===== config.mk =====
export PLATFORM = sky130hd
export DESIGN_NAME = div_engine_p2_flat
export DESIGN_NICKNAME = d
export VERILOG_FILES = /design/src/rtl/div_engine_p2_if.sv /design/src/rtl/div_engine_p2.sv /design/src/flat_wrapper.sv
export SDC_FILE = /design/constraint.sdc
export NUM_CORES = 1
export LEC_CHECK = 0
export BUFFER_PORTS_ARGS = -buffer_cell sky130_fd_sc_hd__buf_4
export CORE_MARGIN = 8
export CORE_UTILIZATION = 50
export CTS_BUF_LIST = sky130_fd_sc_hd__clkbuf_4 sky130_fd_sc_hd__clkbuf_8
export DETAILED_ROUTE_END_ITERATION = 16
export GPL_ROUTABILITY_DRIVEN = 0
export PLACE_DENSITY = 0.67
export SLEW_MARGIN = 20
export SYNTH_ARGS = -nofsm -noshare
export SYNTH_HDL_FRONTEND = slang
export SYNTH_SLANG_ARGS = --single-unit
export TNS_END_PERCENT = 10

===== constraint.sdc =====
create_clock -name Clk -period 5.8 [get_ports Clk]
set_input_delay 0.29 -clock Clk [delete_from_list [all_inputs] [get_ports Clk]]
set_output_delay 0.29 -clock Clk [all_outputs]
set_load 0.1 [all_outputs]

===== src/rtl/div_engine_p2_if.sv =====
// Bus bundle between the program-2 divider and its surroundings.
//   Start        CPU launch request (run begins on its falling edge)
//   Ack          run complete, held until the next Start rise
//   MemAddr      data-memory address driven by the engine
//   MemReadData  combinational data-memory read data
//   MemWriteData data-memory write data
//   MemWriteEn   data-memory write strobe
// modport master: the divider engine (it masters the memory port).
// modport slave : the CPU / data-memory side.
interface div_engine_p2_if #(
  parameter int AW = 8
);
  logic          Start;
  logic          Ack;
  logic [AW-1:0] MemAddr;
  logic [7:0]    MemReadData;
  logic [7:0]    MemWriteData;
  logic          MemWriteEn;

  modport master (
    input  Start,
    input  MemReadData,
    output Ack,
    output MemAddr,
    output MemWriteData,
    output MemWriteEn
  );

  modport slave (
    output Start,
    output MemReadData,
    input  Ack,
    input  MemAddr,
    input  MemWriteData,
    input  MemWriteEn
  );
endinterface


===== src/rtl/div_engine_p2.sv =====
// Memory-mapped sequential divider for program 2.
// Reads a 16-bit dividend (MSB first) and an 8-bit divisor from data memory,
// computes floor(dividend*256/divisor) as a 24-bit 16.8 fixed-point value by
// MSB-first restoring division, and writes it back as three bytes (MSB first).
// A zero divisor saturates the result to 24'hFFFFFF without dividing.
// Ports:
//   Clk    system clock, rising edge
//   Reset  asynchronous active-high reset
//   bus    div_engine_p2_if.master (Start/Ack handshake + memory port)
module div_engine_p2 #(
  parameter int AW            = 8,
  parameter int DIVIDEND_ADDR = 0,
  parameter int DIVISOR_ADDR  = 2,
  parameter int RESULT_ADDR   = 4
) (
  input  logic                Clk,
  input  logic                Reset,
  div_engine_p2_if.master     bus
);

  localparam logic [AW-1:0] ADDR_DVD0 = AW'(DIVIDEND_ADDR);
  localparam logic [AW-1:0] ADDR_DVD1 = AW'(DIVIDEND_ADDR + 1);
  localparam logic [AW-1:0] ADDR_DVS  = AW'(DIVISOR_ADDR);
  localparam logic [AW-1:0] ADDR_RES0 = AW'(RESULT_ADDR);
  localparam logic [AW-1:0] ADDR_RES1 = AW'(RESULT_ADDR + 1);
  localparam logic [AW-1:0] ADDR_RES2 = AW'(RESULT_ADDR + 2);

  typedef enum logic [3:0] {
    IDLE, RD0, RD1, RD2, DIV, WR0, WR1, WR2, DONE
  } state_t;

  state_t        state_q, state_d;
  logic          start_q, start_d;
  logic          ack_q, ack_d;
  logic          we_q, we_d;
  logic [AW-1:0] addr_q, addr_d;
  logic [7:0]    wdata_q, wdata_d;
  logic [23:0]   num_q, num_d;     // dividend extended with 8 zero fraction bits
  logic [7:0]    div_q, div_d;
  logic [23:0]   quot_q, quot_d;
  logic [7:0]    rem_q, rem_d;
  logic [4:0]    cnt_q, cnt_d;

  logic          launch;
  logic          start_rise;
  logic [8:0]    rem9;
  logic [8:0]    diff9;

  assign launch     = start_q & ~bus.Start;
  assign start_rise = bus.Start & ~start_q;

  assign bus.Ack          = ack_q;
  assign bus.MemWriteEn   = we_q;
  assign bus.MemAddr      = addr_q;
  assign bus.MemWriteData = wdata_q;

  always_ff @(posedge Clk or posedge Reset) begin
    if (Reset) begin
      state_q <= IDLE;
      start_q <= 1'b0;
      ack_q   <= 1'b0;
      we_q    <= 1'b0;
      addr_q  <= '0;
      wdata_q <= '0;
      num_q   <= '0;
      div_q   <= '0;
      quot_q  <= '0;
      rem_q   <= '0;
      cnt_q   <= '0;
    end else begin
      state_q <= state_d;
      start_q <= start_d;
      ack_q   <= ack_d;
      we_q    <= we_d;
      addr_q  <= addr_d;
      wdata_q <= wdata_d;
      num_q   <= num_d;
      div_q   <= div_d;
      quot_q  <= quot_d;
      rem_q   <= rem_d;
      cnt_q   <= cnt_d;
    end
  end

  always_comb begin
    state_d = state_q;
    start_d = bus.Start;
    ack_d   = ack_q;
    we_d    = we_q;
    addr_d  = addr_q;
    wdata_d = wdata_q;
    num_d   = num_q;
    div_d   = div_q;
    quot_d  = quot_q;
    rem_d   = rem_q;
    cnt_d   = cnt_q;
    rem9    = {rem_q, num_q[cnt_q]};
    diff9   = rem9 - {1'b0, div_q};

    case (state_q)
      IDLE, DONE: begin
        if (launch) begin
          // Address is registered, so the first operand address must be
          // presented on the launch edge for the combinational read in RD0.
          state_d = RD0;
          addr_d  = ADDR_DVD0;
          ack_d   = 1'b0;
          quot_d  = '0;
          rem_d   = '0;
          cnt_d   = '0;
        end else if (state_q == DONE && start_rise) begin
          state_d = IDLE;
          ack_d   = 1'b0;
        end
      end
      RD0: begin
        num_d[23:16] = bus.MemReadData;
        addr_d       = ADDR_DVD1;
        state_d      = RD1;
      end
      RD1: begin
        num_d[15:8] = bus.MemReadData;
        num_d[7:0]  = 8'h00;
        addr_d      = ADDR_DVS;
        state_d     = RD2;
      end
      RD2: begin
        div_d = bus.MemReadData;
        if (bus.MemReadData == 8'h00) begin
          quot_d  = 24'hFFFFFF;
          state_d = WR0;
          we_d    = 1'b1;
          addr_d  = ADDR_RES0;
          wdata_d = 8'hFF;
        end else begin
          cnt_d   = 5'd23;
          state_d = DIV;
        end
      end
      DIV: begin
        // rem < divisor always holds, so the restored difference fits 8 bits.
        if (rem9 >= {1'b0, div_q}) begin
          rem_d          = diff9[7:0];
          quot_d[cnt_q]  = 1'b1;
        end else begin
          rem_d          = rem9[7:0];
          quot_d[cnt_q]  = 1'b0;
        end
        if (cnt_q == 5'd0) begin
          state_d = WR0;
          we_d    = 1'b1;
          addr_d  = ADDR_RES0;
          wdata_d = quot_d[23:16];
        end else begin
          cnt_d = cnt_q - 5'd1;
        end
      end
      WR0: begin
        addr_d  = ADDR_RES1;
        wdata_d = quot_q[15:8];
        state_d = WR1;
      end
      WR1: begin
        addr_d  = ADDR_RES2;
        wdata_d = quot_q[7:0];
        state_d = WR2;
      end
      WR2: begin
        we_d    = 1'b0;
        ack_d   = 1'b1;
        state_d = DONE;
      end
      default: begin
        state_d = IDLE;
        we_d    = 1'b0;
        ack_d   = 1'b0;
      end
    endcase
  end

endmodule


===== src/flat_wrapper.sv =====
// flat-port wrapper written by rule: the top's interface ports become plain ports
module div_engine_p2_flat 
#(
  parameter int AW            = 8,
  parameter int DIVIDEND_ADDR = 0,
  parameter int DIVISOR_ADDR  = 2,
  parameter int RESULT_ADDR   = 4
)
  (Clk, Reset, bus_Start, bus_MemReadData, bus_Ack, bus_MemAddr, bus_MemWriteData, bus_MemWriteEn);
  div_engine_p2_if #(.AW(AW)) bus_i ();
  input  logic Clk;
  input  logic Reset;
  input wire logic [$bits(bus_i.Start)-1:0] bus_Start;
  input wire logic [$bits(bus_i.MemReadData)-1:0] bus_MemReadData;
  output wire logic [$bits(bus_i.Ack)-1:0] bus_Ack;
  output wire logic [$bits(bus_i.MemAddr)-1:0] bus_MemAddr;
  output wire logic [$bits(bus_i.MemWriteData)-1:0] bus_MemWriteData;
  output wire logic [$bits(bus_i.MemWriteEn)-1:0] bus_MemWriteEn;
  assign bus_i.Start = bus_Start;
  assign bus_i.MemReadData = bus_MemReadData;
  assign bus_Ack = bus_i.Ack;
  assign bus_MemAddr = bus_i.MemAddr;
  assign bus_MemWriteData = bus_i.MemWriteData;
  assign bus_MemWriteEn = bus_i.MemWriteEn;
  div_engine_p2 #(.AW(AW), .DIVIDEND_ADDR(DIVIDEND_ADDR), .DIVISOR_ADDR(DIVISOR_ADDR), .RESULT_ADDR(RESULT_ADDR)) u_core (.Clk(Clk), .Reset(Reset), .bus(bus_i));
endmodule

Word level (Yosys, flattened, before mapping) --
Cells that the tools add are included.
Word-level totals: bits in registers 84, output and inout bits 18
Cells by class: $add $sub $neg 2, magnitude comparators 3, eq/ne operators 14, multiplexer cells 32, bitwise logic cells 9, reduce and logical (&&, ||, !) cells 20
Operator list (count):
- $mux 24 | 3
- $pmux 24 s3 | 1
- $pmux 8 s7 | 1
- $mux 8 | 6
- $pmux 4 s8 | 1
- $pmux 8 s4 | 1
- $and 24x24->24 | 1
- $not 24->24 | 1
- $or 24x24->24 | 1
- $eq 4x3->1 const B | 4
- $pmux 8 s2 | 1
- $mux 5 | 3
- $pmux 5 s3 | 1
- $mux 4 | 3
- $reduce_or 6->1 | 2
- $ge 9x8->1 | 1
- $reduce_and 3->1 | 3
- $eq 4x2->1 const B | 2
- $logic_not 8->1 | 1
- $reduce_and 4->1 | 2
- $sub 8x8->8 | 1
- $mux 1 | 7
- $reduce_bool 7->1 | 1
- $lt 5x6->1 const B | 1
- other kinds (20) | 31

Logic depth before layout (Yosys ltp) --
Gate-level depths: netlist of the first run.
word-level depth 9, mapped depth 14

Worst setup path after synthesis of the first run --
OpenSTA, ideal clock, no wires.
path kind reg2reg, start point register u_core.cnt_q[0], end point register u_core.rem_q[3], setup time 0.126 ns, arrival time 2.814 ns, data required time 5.674 ns, slack 2.860 ns, cell stages (with the launch flop) 12, buffers on the path 2, cells stage by stage dfrtp_1 > buf_2 > mux4_2 > a22o_1 > nor2_1 > ha_1 > nor2b_1 > o31a_1 > o31ai_2 > a21boi_4 > buf_2 > a221o_1
On the way: longest elaborated chain between the ends 5, elaborated cells between the ends (all ways) 6, classes of those cells 1 x add/sub; 1 x order compare; 4 x mux
RTL lines:
- from (decl) | RTL line div_engine_p2.sv:42 | logic [4:0] cnt_q, cnt_d;
- from (signal assigned) | RTL line div_engine_p2.sv:81 | cnt_q <= cnt_d;
- $bmux 1 s5 (*) | RTL line div_engine_p2.sv:97 | rem9 = {rem_q, num_q[cnt_q]};
- $mux 1 (implied by the code) (*) | RTL line div_engine_p2.sv:97
- $sub 8x8->8 or $ge 9x8->1 (tied branches) | RTL line div_engine_p2.sv:98, div_engine_p2.sv:142
- $mux 8 (*) | RTL line div_engine_p2.sv:142 | if (rem9 >= {1'b0, div_q}) begin
- $pmux 8 s2 (*) | RTL line div_engine_p2.sv:100 | case (state_q)
- to (signal assigned) | RTL line div_engine_p2.sv:80 | rem_q <= rem_d;
- to (decl) | RTL line div_engine_p2.sv:41 | logic [7:0] rem_q, rem_d;
Every way passes the cells marked *; elsewhere a longest branch is shown, timed or not. The select of a mux whose other input is x is not followed. A chain may end at the register's enable or synchronous reset.

Final worst setup path of the first run --
start point register u_core.cnt_q[0], end point register u_core.wdata_q[7] (netlist: u_core.bus.MemWriteData[7])
On the way: longest elaborated chain between the ends 9, elaborated cells between the ends (all ways) 17, classes of those cells 3 x order compare; 1 x eq/ne; 7 x mux; 3 x bitwise; 3 x reduce/logical
RTL lines:
- branches (longest 9 deep; another with $ge 9x8->1)
- to (signal assigned) | RTL line div_engine_p2.sv:76 | wdata_q <= wdata_d;
- to (decl) | RTL line div_engine_p2.sv:37 | logic [7:0] wdata_q, wdata_d;
Parallel ways; which one is timed is not known. The select of a mux whose other input is x is not followed.

==> flow_summary.yaml, run 1 <==
clock_network:
  clock_sinks: 79
  cts_hold_buf: 0
  postCtsResizedCells: 0
  cts_max_path_buffers: 2
  cts-root-buf: "clkbuf_8"
  cts_setup_buffers: 0
  cts_tree: "done"
  cts.clk_slew.worst_paths_ns: 0.09
  h-tree-depth: 3
  numCtsBuffers: 9
  clk_latency_ns: 0.36
global_routing:
  grtUsageMet1_pct: 23.84
  grt-ovfl-total: 0
  grt.busiest_layer: "met2"
  grt_max_degree: 80
  grt_use_total_pct: 17.12
  grt_util_met2_pct: 25.40
  antenna_found_initial: 0
  grt_use_met3_pct: 3.626
  grt_pass1_vias: 3356
  grt_pass1_wl_um: 17430
outcome:
  outcome: "complete, no violations"
synth:
  avgSynthCellArea_um2: 9.877
  synth_top_area_cell: "dfrtp_1"
  synth_area_mm2: 0.004474
  synth_common_cells: "79 x dfrtp_1, 52 x nand2_1, 50 x o21ai_0"
  synth.distinct_cells: 60
  synth_edf_count: 0
  ys_warn_count: 0
  async_flop_share_pct: 100.0
  ys_seq_area_share_pct: 44.18
  synthTopCellsByArea: "dfrtp_1 44%, o21ai_0 5.6%, mux2i_1 5.1%, nand2_1 4.4%, mux2_2 4.3%"
  synth_top_area_share_pct: 44.18
  yosysMostFrequentCell: "dfrtp_1"
  synthFlopType: "dfrtp_1"
  synth-seq-cells: 79
  syn_inst: 453
critical_path:
  reg2reg_to: "u_core.bus.MemWriteData[7]"
  cp-start-kind: "flip-flop"
  cpLargestDelayFamily: "compound AO/OA/AOI/OAI gates"
  critPathMaxFanout: 10
  crit_chain: "mux4_2 > a22o_1 > nor2_1 > ha_1 > nor2b_1 > o31a_1 > o31ai_2 > and2_1 > a311o_1 > a31oi_1"
  crit_start: "u_core.cnt_q[0]"
  cp.arrival_ns: 3.67
  required_ns: 6.03
  critPathBufInv: 0
  end_kind: "flip-flop"
  cpPeakStageDelay_ns: 0.65
  worst-setup-path-type: "flip-flop to flip-flop"
  r2r-start: "u_core.cnt_q[0]"
  slowest_stage: "dfrtp_1"
  worstRegToRegCells: 10
  rrSetupSlack_ns: 2.36
finish:
  drive_gt1_share_pct: 17.17
  insertedDiodeCount: 0
  nets: 486
  stdcell_area_mm2: 0.004850
  fin_util_pct: 55.61
  area.growth.synth_to_final_pct: 8.389
timing:
  setup_viol: 0
  period_share_pct: 59.27
  fin_crit_ns: 3.438
  setup_ws_ns: 2.362
  slew_headroom_pct: 36.27
  worst_pin_slew_ns: 0.9559
  fmax_mhz: 290.9
  finalClockSkew_ns: 0.01284
  slew_violations: 0
  hold_viol_final: 0
  rsz0062_at_grt: "no"
  fin_tns_setup_ns: 0
min_path:
  worstHoldEndpoint: "u_core.start_q"
  worstHoldPathCells: 1
  min_path_type: "input pin to flip-flop"
  holdCritStartpoint: "bus_Start"
die:
  die-area_mm2: 0.01223
  die_w_um: 110.6
  rows: 34
  start_util_pct: 51.31
  core_area_mm2: 0.008721
  ios: 29
  dieHeight_um: 110.6
placed_design:
  dp_slack_ns: 2.351
  placed_area_mm2: 0.004641
  io_buffers: 23
  dp_hpwl_um: 7032
flow_run:
  maxCapViolCount: 0
drt:
  vias: 3464
  via_per_inst: 6.035
  drc: 0
  drt_iter0_markers: 262
  wire_per_inst_um: 17.97
  postRouteAntennaNets: 0
  wirelength_um: 10310
  first_pass_iters: 5
routing by layer:
metal  routed length (µm)  vias up
met1                 4926     1719
met2                 4724       94
li1                     -     1636
met3                  508       15
met4                  153        0
met5                    0        -
through the flow:
stage | cells | hold WS [ns]
4_1_cts | 574 | 0.05252
2_1_floorplan | 457 | 0.3214
3_3_place_gp | 558 | 0.4245
3_5_place_dp | 558 | 0.4266
5_1_grt | 574 | 0.05715
6_report | 574 | 0.06263
placed cells by master (no fill, tap or decap), types with 5 or more instances in the layout:
master	n
nand2_1	52
ha_1	13
mux2_2	17
nor2_1	37
buf_4	26
clkbuf_8	10
mux2i_1	23
o21ai_0	50
a311o_1	8
a22o_1	5
a21oi_1	18
a31oi_1	12
a22oi_1	9
inv_1	15
conb_1	5
nor3_1	6
dfrtp_1	79
worst max-delay path by stage:
stage	end	depth (start not counted)
after floorplan	u_core.rem_q[3]	11
final	u_core.bus.MemWriteData[7]	10
after global routing	u_core.rem_q[0]	11
after CTS	u_core.bus.MemWriteData[7]	10
after global placement	u_core.bus.MemWriteData[7]	10
after detailed placement	u_core.bus.MemWriteData[7]	10
kinds of logic (layout without fill, tap and decap cells):
group	Yosys count	after routing	share of synthesized area, %
adders and majority gates	14	14	4.083
buffers and inverters	51	60	5.705
other	1	5	0.08381
muxes	44	44	11.44
DFF	79	79	44.18
AOI/OAI and AO/OA	132	132	19.58
and+or+nand+nor	127	127	13.95
xor gates and xnor gates	5	5	0.9787
registers in the layout (all words and copies together) (netlist names):
name	flops
u_core.cnt_q	5
u_core.bus.Ack	1
u_core.quot_q	24
u_core.div_q	8
u_core.bus.MemWriteEn	1
u_core.bus.MemAddr	3
u_core.num_q	16
u_core.start_q	1
u_core.state_q	4
u_core.bus.MemWriteData	8
u_core.rem_q	8
cell type report:
cell class | instances | area [µm²]
Clock buffer | 10 | 137.6
Timing Repair Buffer | 27 | 206.4
Inverter | 17 | 65.06
Multi-Input combinational cell | 327 | 2261
Sequential cell | 79 | 1977
Clock inverter | 6 | 67.56
Tap cell | 108 | 135.1
Fill cell | 776 | 3871
Power of run 1 is left out: the tool's default activity adds up to more than one toggle a clock period on the data nets, which glitch-free logic cannot reach.
==> inputs of run 2 (changes only) <==
- PLACE_DENSITY: 0.67 -> 0.69
- clock period: 5.8 -> 3 ns (I/O delays scaled with it)
==> run 2 against run 1 <==
Compared with the run above:
- maximum frequency rose by 19%
- first-iteration DRC count increased by 24%
- core utilization increased by 3.2 points
- non-clock buffer count up 25
- critical path depth increased by 2
- final cell count is 4.4% higher
- clock-buffer cell count up 1
- die area unchanged
- design area increased by 5.7%
- critical path type unchanged
- critical endpoint is now u_core.bus.MemWriteData[4]
==> flow_summary.yaml, run 2 (same netlist as run 1, synthesis figures left out) <==
clock_network:
  clock_sinks: 79
  cts_tree: "done"
  cts.clk_slew.worst_paths_ns: 0.08
  numCtsBuffers: 9
  cts-root-buf: "clkbuf_8"
  h-tree-depth: 3
  cts_max_path_buffers: 2
  clk_latency_ns: 0.35
timing:
  fin_crit_ns: 2.880
  worst_pin_slew_ns: 0.8636
  slew_violations: 0
  fmax_mhz: 347.2
  slew_headroom_pct: 42.12
  setup_viol: 0
  finalClockSkew_ns: 0.005786
  period_share_pct: 96.00
  rsz0062_at_grt: "yes"
  hold_viol_final: 0
critical_path:
  crit_start: "u_core.cnt_q[0]"
  crit_chain: "mux4_2 > a22o_1 > nor2_2 > ha_2 > nor2b_2 > o31a_1 > o31ai_2 > buf_4 > and2_4 > buf_12 > a311o_1 > a31oi_1"
  cp.arrival_ns: 3.09
  cpLargestDelayFamily: "compound AO/OA/AOI/OAI gates"
  critPathMaxFanout: 8
  reg2reg_to: "u_core.bus.MemWriteData[4]"
  crit_end: "u_core.bus.MemWriteData[4]"
  critPathBufInv: 2
  worstRegToRegCells: 12
  required_ns: 3.21
  cp.depth: 12
  rrSetupSlack_ns: 0.12
  r2r-start: "u_core.cnt_q[0]"
  slowest_stage: "mux4_2"
  cpPeakStageDelay_ns: 0.51
  end_kind: "flip-flop"
  cp-start-kind: "flip-flop"
  worst-setup-path-type: "flip-flop to flip-flop"
drt:
  postRouteAntennaNets: 0
  wire_per_inst_um: 18.74
  wirelength_um: 11230
  via_per_inst: 6.007
  first_pass_iters: 5
  drt_iter0_markers: 325
  drc: 0
  vias: 3598
finish:
  drive_gt1_share_pct: 22.81
  insertedDiodeCount: 0
  stdcell_area_mm2: 0.005125
  top_regs: "u_core.quot_q x24, u_core.num_q x16"
  final_common_cell: "dfrtp_1"
  fill_cells: 749
  largest_register_ffs: 24
  layout_common_cells: "77 x dfrtp_1, 52 x nand2_1, 50 x o21ai_0"
  nets: 511
  fin_util_pct: 58.77
  top_register: "u_core.quot_q"
  area.growth.synth_to_final_pct: 14.54
min_path:
  min_path_type: "input pin to flip-flop"
  holdCritStartpoint: "bus_MemReadData[7]"
global_routing:
  antenna_found_initial: 0
  grt-ovfl-total: 0
  grt_pass1_wl_um: 18410
  grt_use_total_pct: 18.16
  grt_pass1_vias: 3524
  grt_max_degree: 44
placed_design:
  io_buffers: 23
  dp_hpwl_um: 7676
  placed_area_mm2: 0.004811
die:
  die_w_um: 110.6
  core_area_mm2: 0.008721
  start_util_pct: 51.31
  ios: 29
  die-area_mm2: 0.01223
  dieHeight_um: 110.6
  rows: 34
flow_run:
  maxCapViolCount: 0
outcome:
  outcome: "complete, no violations"
run 2: cell count changes in the layout (fill, tap and decap cells not counted), sizes merged:
cell | before | now
clkinvlp | 2 | 1
inv | 17 | 16
clkbuf | 10 | 11
buf | 27 | 50
bufinv | 1 | 2
dlygate4sd3 | 0 | 2
run 2: stage by stage:
step                worst slack, ns  hold slack (ns)  std cells  TNS [ns]
finish                       0.1201          0.03136        599         0
global route               -0.02297          0.02954        599  -0.04282
CTS                         0.04318          0.02130        595         0
detailed placement        0.0001399           0.2907        577         0
global placement            0.07973           0.2850        577         0
floorplan                   0.06019           0.1814        457         0
run 2: worst register-to-register path: cells and delay by family, from the launching register on:
family | cells | cell delay [ns]
multiplexers | 1 | 0.51
AND/OR/NAND/NOR | 3 | 0.33
buffers and inverters | 2 | 0.29
flip-flops | 1 | 0.44
AO/OA/AOI/OAI | 5 | 0.98
adder cells (fa/ha/maj) | 1 | 0.20
run 2: metal layers:
layer | track usage (%) | wire [µm] | vias up | part of all wire (%)
met5 | 0 | 0 | - | 0
met4 | 5.586 | 142 | 0 | 1.3
met3 | 3.247 | 548 | 15 | 4.9
met2 | 28.10 | 5342 | 108 | 48
met1 | 25.16 | 5195 | 1793 | 46
li1 | - | - | 1682 | -
run 2: worst min-delay path by stage:
stage | to | slack [ns] | depth (start not counted)
after floorplan | u_core.start_q | 0.18 | 0
after global placement | u_core.start_q | 0.28 | 1
after detailed placement | u_core.start_q | 0.29 | 1
after CTS | u_core.div_q[7] | 0.02 | 3
after global routing | u_core.div_q[7] | 0.03 | 3
final | u_core.div_q[7] | 0.03 | 3
run 2: area by class of cell:
class / count / area (µm²) / share of cell area [%]
Multi-Input combinational cell: 327 / 2295 / 44.78
Sequential cell: 79 / 1979 / 38.62
Timing Repair Buffer: 52 / 424.2 / 8.276
Clock buffer: 11 / 145.1 / 2.832
Tap cell: 108 / 135.1 / 2.637
Clock inverter: 5 / 81.33 / 1.587
Inverter: 17 / 65.06 / 1.270
run 2: timing repair:
action                                  in CTS  in global routing
pin swaps                                    0                  5
hold endpoints to repair                    42                  0
setup buffers                                0                  4
endpoints found under the setup margin      12                 39
hold buffers                                 2                  0
gates resized for setup                      1                 10
Power of run 2 is left out for the same reason.
